**config.mk**
```make
export PLATFORM = sky130hd
export DESIGN_NAME = g18_flash_reader
export DESIGN_NICKNAME = d
export VERILOG_FILES = /design/src/rtl/g18_flash_reader_pkg.sv /design/src/rtl/g18_flash_reader.sv
export SDC_FILE = /design/constraint.sdc
export NUM_CORES = 1
export LEC_CHECK = 0
export BUFFER_PORTS_ARGS = -buffer_cell sky130_fd_sc_hd__buf_2
export CAP_MARGIN = 10
export CORE_MARGIN = 2
export CORE_UTILIZATION = 45
export CTS_BUF_LIST = sky130_fd_sc_hd__clkbuf_8 sky130_fd_sc_hd__clkbuf_16
export DETAILED_ROUTE_END_ITERATION = 12
export PLACE_DENSITY = 0.88
export SYNTH_ARGS = -nofsm -noshare
export SYNTH_HDL_FRONTEND = slang
export SYNTH_SLANG_ARGS = --single-unit
```
**constraint.sdc**
```tcl
create_clock -name sys_clk_i -period 2.2 [get_ports sys_clk_i]
set_input_delay 0.44 -clock sys_clk_i [delete_from_list [all_inputs] [get_ports sys_clk_i]]
set_output_delay 0.44 -clock sys_clk_i [all_outputs]
set_load 0.005 [all_outputs]
```
**src/rtl/g18_flash_reader_pkg.sv**
```systemverilog
// rtl/g18_flash_reader_pkg.sv - shared types and constants for the g18 BPI flash reader
// Contents:
//   g18_state_t           reader FSM states
//   G18_ADR_W, G18_DAT_W  flash word-address and data widths
//   BOOT_BASE, DIAG_BASE  flash word addresses of the boot image and the diag ROM
package g18_pkg;

  typedef enum logic [1:0] {
    IDLE,
    RD_HI,
    RD_LO,
    RESP
  } g18_state_t;

  localparam int G18_ADR_W = 23;
  localparam int G18_DAT_W = 16;

  localparam logic [G18_ADR_W-1:0] BOOT_BASE = 23'h000000;
  localparam logic [G18_ADR_W-1:0] DIAG_BASE = 23'h400000;

endpackage

```
**src/rtl/g18_flash_reader.sv**
```systemverilog
// rtl/g18_flash_reader.sv - Wishbone classic read-only slave for the 16-bit g18 BPI flash
// Ports:
//   sys_clk_i, sys_rst_ni   clock, asynchronous active-low reset
//   wb_adr_i                byte address, bits [ADR_W:2] select a 32-bit flash word pair
//   wb_dat_o                read data, big-endian assembly of two 16-bit flash words
//   wb_sel_i                byte selects, [3:2] fetch the even word, [1:0] the odd word
//   wb_we_i                 write request, always answered with wb_err_o
//   wb_cyc_i, wb_stb_i      cycle / strobe
//   wb_ack_o, wb_err_o      one-cycle completion pulses
//   g18_adr_o               registered flash word address
//   g18_wen_o               flash output enable, high while a flash phase is running
//   g18_dat_i               flash read data
module g18_flash_reader
  import g18_pkg::*;
#(
  parameter int WAIT_CYCLES = 2,
  parameter int ADR_W       = G18_ADR_W
) (
  input  logic             sys_clk_i,
  input  logic             sys_rst_ni,
  input  logic [31:0]      wb_adr_i,
  output logic [31:0]      wb_dat_o,
  input  logic [3:0]       wb_sel_i,
  input  logic             wb_we_i,
  input  logic             wb_cyc_i,
  input  logic             wb_stb_i,
  output logic             wb_ack_o,
  output logic             wb_err_o,
  output logic [ADR_W-1:0] g18_adr_o,
  output logic             g18_wen_o,
  input  logic [15:0]      g18_dat_i
);

  localparam int CNT_W = (WAIT_CYCLES > 1) ? $clog2(WAIT_CYCLES) : 1;
  localparam logic [CNT_W-1:0] CNT_LOAD = CNT_W'(WAIT_CYCLES - 1);

  g18_state_t       state_q, state_d;
  logic [CNT_W-1:0] cnt_q, cnt_d;
  logic [ADR_W-1:0] adr_q, adr_d;
  logic [31:0]      dat_q, dat_d;
  logic             lo_q, lo_d;   // low half still to be fetched after RD_HI
  logic             err_q, err_d; // RESP answers with err instead of ack

  // Address bits outside the decoded window alias and are deliberately dropped.
  logic unused_adr_bits;
  assign unused_adr_bits = ^{wb_adr_i[31:ADR_W+1], wb_adr_i[1:0]};

  always_ff @(posedge sys_clk_i or negedge sys_rst_ni) begin
    if (!sys_rst_ni) begin
      state_q <= IDLE;
      cnt_q   <= '0;
      adr_q   <= '0;
      dat_q   <= '0;
      lo_q    <= 1'b0;
      err_q   <= 1'b0;
    end else begin
      state_q <= state_d;
      cnt_q   <= cnt_d;
      adr_q   <= adr_d;
      dat_q   <= dat_d;
      lo_q    <= lo_d;
      err_q   <= err_d;
    end
  end

  always_comb begin
    state_d = state_q;
    cnt_d   = cnt_q;
    adr_d   = adr_q;
    dat_d   = dat_q;
    lo_d    = lo_q;
    err_d   = err_q;

    case (state_q)
      IDLE: begin
        if (wb_cyc_i && wb_stb_i) begin
          if (wb_we_i) begin
            err_d   = 1'b1;
            state_d = RESP;
          end else begin
            err_d = 1'b0;
            // Address and selects are captured here; the phases never look at
            // the bus inputs again.
            lo_d  = |wb_sel_i[1:0];
            if (|wb_sel_i[3:2]) begin
              state_d = RD_HI;
              adr_d   = {wb_adr_i[ADR_W:2], 1'b0};
              cnt_d   = CNT_LOAD;
            end else if (|wb_sel_i[1:0]) begin
              state_d = RD_LO;
              adr_d   = {wb_adr_i[ADR_W:2], 1'b1};
              cnt_d   = CNT_LOAD;
            end else begin
              state_d = RESP;
            end
          end
        end
      end

      RD_HI: begin
        if (cnt_q == '0) begin
          dat_d[31:16] = g18_dat_i;
          if (lo_q) begin
            state_d  = RD_LO;
            adr_d[0] = 1'b1;
            cnt_d    = CNT_LOAD;
          end else begin
            state_d = RESP;
          end
        end else begin
          cnt_d = cnt_q - CNT_W'(1);
        end
      end

      RD_LO: begin
        if (cnt_q == '0) begin
          dat_d[15:0] = g18_dat_i;
          state_d     = RESP;
        end else begin
          cnt_d = cnt_q - CNT_W'(1);
        end
      end

      RESP:    state_d = IDLE;
      default: state_d = IDLE;
    endcase
  end

  assign wb_dat_o  = dat_q;
  assign g18_adr_o = adr_q;
  assign wb_ack_o  = (state_q == RESP) && !err_q;
  assign wb_err_o  = (state_q == RESP) && err_q;
  assign g18_wen_o = (state_q == RD_HI) || (state_q == RD_LO);

endmodule

```
; ---- Word level (Yosys, flattened, before mapping)
; Index checks and enable logic that the tools add are counted.
[classes]
n_addsub = 1
n_reduce_logical = 19
bitwise = 2
mux = 24
eq_ne = 9
[ops]
columns = cell, count
row1 = $mux 23, 2
row2 = $mux 1, 14
row3 = $mux 2, 5
row4 = $ne 2x2->1 const B, 5
row5 = $pmux 2 s4, 1
row6 = $reduce_and 4->1, 2
row7 = $reduce_and 2->1, 3
row8 = $reduce_and 3->1, 2
row9 = $reduce_and 6->1, 1
row10 = $eq 2x2->1 const B, 2
row11 = $reduce_bool 2->1, 2
row12 = $reduce_or 2->1, 2
row13 = $logic_and 1x1->1, 3
row14 = $ne 3x3->1 const B, 1
row15 = $pmux 1 s3, 1
row16 = $reduce_bool 3->1, 1
row17 = $eq 2x1->1 const B, 1
row18 = $logic_not 2->1, 1
row19 = $not 1->1, 2
row20 = $pmux 1 s2, 1
row21 = $logic_not 1->1, 1
row22 = $logic_or 1x1->1, 1
row23 = $sub 1x1->1 const B, 1
[totals]
wordCells = 63
out_inout_bits = 58
ff_bits = 60
input_bits = 57

; ---- Depth between registers and ports, before layout
[depth]
ltp_word = 6
depth_mapped = 6
mapped_depth_nobuf = 5

; ---- Least setup slack after synthesis
; No wires, ideal clock.
[synth_timing]
kind = reg-to-reg
start = register state_q[0]
end = register adr_q[10] (netlist: g18_adr_o[10])
slack_ps = 517
setup_time_ps = 125
t_required_ps = 2075
n_path_buf = 1
period_less_slack_ps = 1683
t_arrival_ps = 1558
path_stages_with_launch = 7
path_cell_list = dfrtp_1 > inv_1 > ha_1 > nand4b_4 > nor2_4 > buf_6 > mux2_4
[synth_between]
elab_chain_len = 2
[synth_rtl]
columns = element, line_no
row1 = "start, declared", g18_flash_reader.sv:37  ; g18_state_t state_q, state_d;
row2 = "start signal, assigned", g18_flash_reader.sv:57  ; state_q <= state_d;
row3 = $logic_not 2->1, g18_flash_reader.sv:74  ; case (state_q)
row4 = $reduce_and 4->1 (no line), --
row5 = "end signal, assigned", g18_flash_reader.sv:59  ; adr_q <= adr_d;
row6 = "end, declared", g18_flash_reader.sv:39  ; logic [ADR_W-1:0] adr_q, adr_d;
; No other way between the ends.
; A chain may end at the register's enable or synchronous reset.

; ---- Worst setup path in the final report
[layout_timing]
start = register state_q[0]
end = register adr_q[20] (netlist: g18_adr_o[20])
; The elaborated chain is that of the path after synthesis.

==> metrics.txt <==
outcome=finished clean; Final Net Count=334; post-route setup slack=0.325 ns; DRC viols=0; antenna violation net count after detailed routing=0; Max clock buf depth=2; critical-path cell list=inv_1, ha_1, nand4b_4, nor2_4, buf_12, mux2_2; Seq/Total Area, Yosys=58.9%; Synth area leader=dfrtp_1; Area growth, synth to finish=33.2%; commonest non-fill, non-tap cell in the layout=buf_2; Max Slew Vio Count=0; CTS tree=yes; RSZ-0062 raised after global routing=no; Netlist cell types=27; drt first pass iters=4; first-pass GRT wire length=7.90 mm; cells resized by post-CTS repair=0; pre-CTS WS=0.326 ns; layout cells sized above 1=66.4%; worst hold path class=primary input to asynchronous set/reset pin; Slew Limit Headroom=60.0%; initial DRC count=48; count of buffer and inverter cells on the critical path=2; Mapped Nets=221; clock sinks=60; Num CTS Buffers=9; Initial Util=46.3%; slowest stage delay, CP=0.40 ns; Setup TNS=0 ns; Final GP Congestion=0.794; Cell Pwr Density=1460 nW/um^2; Max IR drop VDD=655 uV; CTS root buffer=clkbuf_8; Tot GR Track Use=16.8%; Slew @ Worst Pin=0.600 ns; total power=4.96 mW; max_cap viols=0; post-route cell area=3400 um^2; Slowest cell on crit path=dfrtp_1; Synth Cell Area=2550 um^2; time the worst path needs with I/O delays and setup=1.87 ns; Final period util=85.2%; die area=6290 um^2; Synth Instances=159; Post-DP HPWL=3.67 mm; Req. time, crit path=2.40 ns; Antenna Cells=0; Critical Path Fanout Max=22; Routed wire per std cell=14.1 um; Synth Area per Inst=16.0 um^2; share of the synthesized area in the top cell type=58.9%; row cnt=27; vias in the first global route=1738; antenna violations before repair=0; Top Family by Delay on Critical Path=flip-flops; most frequent cells in the layout=buf_2, dfrtp_1, mux2_2; via count of the routed design=1699; final global-route overflow total=0; Die Width=79.3 um; largest net degree at the start of global routing=36; final hold viol count=0; Leak=1.70 nW; Via density=4.87; FMAX=533 MHz; WS Path Type=register to register; die height=79.3 um; Hold Buf Count CTS=0; clock latency on the worst-skew pair=0.32 ns; htree depth=3; Cell Area, Placed=3170 um^2; synth top area cells=dfrtp_1, mux2_2, mux2_4; Post-CTS Setup Inserts=0; Crit. End Element=register; setup violators final=0; post-synthesis register bit count=60; CP startpoint kind=register; clk slew on worst S/H paths=0.07 ns; Crit path arrival time=2.08 ns; worst hold slack=0.119 ns; I/O Buffers=104; yosys warns=0; core area=5510 um^2; IO Pins=115; clk_skew=0.00530 ns; final WL=4.91 mm
==> synthesized netlist by cell type <==
library cell  instances
dfrtp_1              60
o32ai_1               1
nand3_1               1
nand3b_1              1
mux2_4               20
or2_2                 1
nand2_1               3
nor4_4                1
mux2_2               36
a22o_1                1
o21ai_0               1
mux2i_1               2
inv_1                 3
nand4b_4              1
buf_2                 4
nor2_4                1
o22ai_1               2
buf_6                 2
o32a_1                1
or4b_1                1
o21bai_1              1
nor2b_1               3
nor2_1                2
a211oi_1              1
nand2b_1              3
and2_1                1
ha_1                  5
==> sequential cells by signal (all words and copies together) (netlist names) <==
signal     cells
err_q          1
g18_adr_o     23
wb_dat_o      32
state_q        2
lo_q           1
cnt_q          1
==> per-stage QoR <==
| stage | cells | util (%) |
|---|---|---|
| 6_report | 349 | 61.7 |
| 5_1_grt | 349 | 61.7 |
| 4_1_cts | 349 | 61.7 |
| 3_5_place_dp | 333 | 57.6 |
| 3_3_place_gp | 333 | 57.6 |
| 2_1_floorplan | 159 | - |
==> final cells by class <==
| class | count | area (um^2) |
|---|---|---|
| tap | 72 | 90.1 |
| timing repair buffer | 108 | 576 |
| clock buffer | 10 | 138 |
| sequential | 60 | 1500 |
| clock inverter | 6 | 86.3 |
| multi-input combinational | 90 | 996 |
| inverter | 3 | 11.3 |
| fill | 436 | 2110 |
==> path summary, 6_finish.rpt <==
| kind | slack [ns] | endpoint | cells after the start | from |
|---|---|---|---|---|
| setup reg to reg | 0.33 | g18_adr_o[20]$_DFFE_PN0P_ | 6 | state_q[0]$_DFFE_PN0P_ |
| hold / removal | 0.12 | wb_dat_o[0]$_DFFE_PN0P_ | 1 | sys_rst_ni |
| max in group asynchronous | 1.49 | g18_adr_o[5]$_DFFE_PN0P_ | 2 | sys_rst_ni |
| setup / recovery | 0.33 | g18_adr_o[20]$_DFFE_PN0P_ | 6 | state_q[0]$_DFFE_PN0P_ |
| min in group sys_clk_i | 0.35 | g18_adr_o[5]$_DFFE_PN0P_ | 2 | wb_adr_i[6] |
| hold reg to reg | 0.50 | wb_dat_o[15]$_DFFE_PN0P_ | 1 | wb_dat_o[15]$_DFFE_PN0P_ |
==> metal layers <==
metal | routed length (um) | GRT usage [%] | vias up
li1 | - | - | 793
met1 | 2090 | 19.6 | 831
met2 | 2450 | 28.3 | 67
met3 | 290 | 5.34 | 8
met4 | 74 | 7.24 | 0
met5 | 0 | 0 | -
==> where the power goes <==
part	switching [mW]	total [mW]	internal [mW]
sequential	0.298	1.97	1.67
clock	0.423	1.09	0.668
combinational	0.721	1.90	1.18
total	1.44	4.96	3.52
==> kinds of logic (layout without fill, tap and decap cells) <==
family / count (synthesis) / after routing / share of synthesized area, %
multiplexers: 58 / 58 / 28.4
flip-flops: 60 / 60 / 58.9
buffers and inverters: 9 / 127 / 2.11
AND/OR/NAND/NOR: 19 / 19 / 5.79
adder cells (fa/ha/maj): 5 / 5 / 2.45
AO/OA/AOI/OAI: 8 / 8 / 2.35
(Power assumes the default switching activity.)
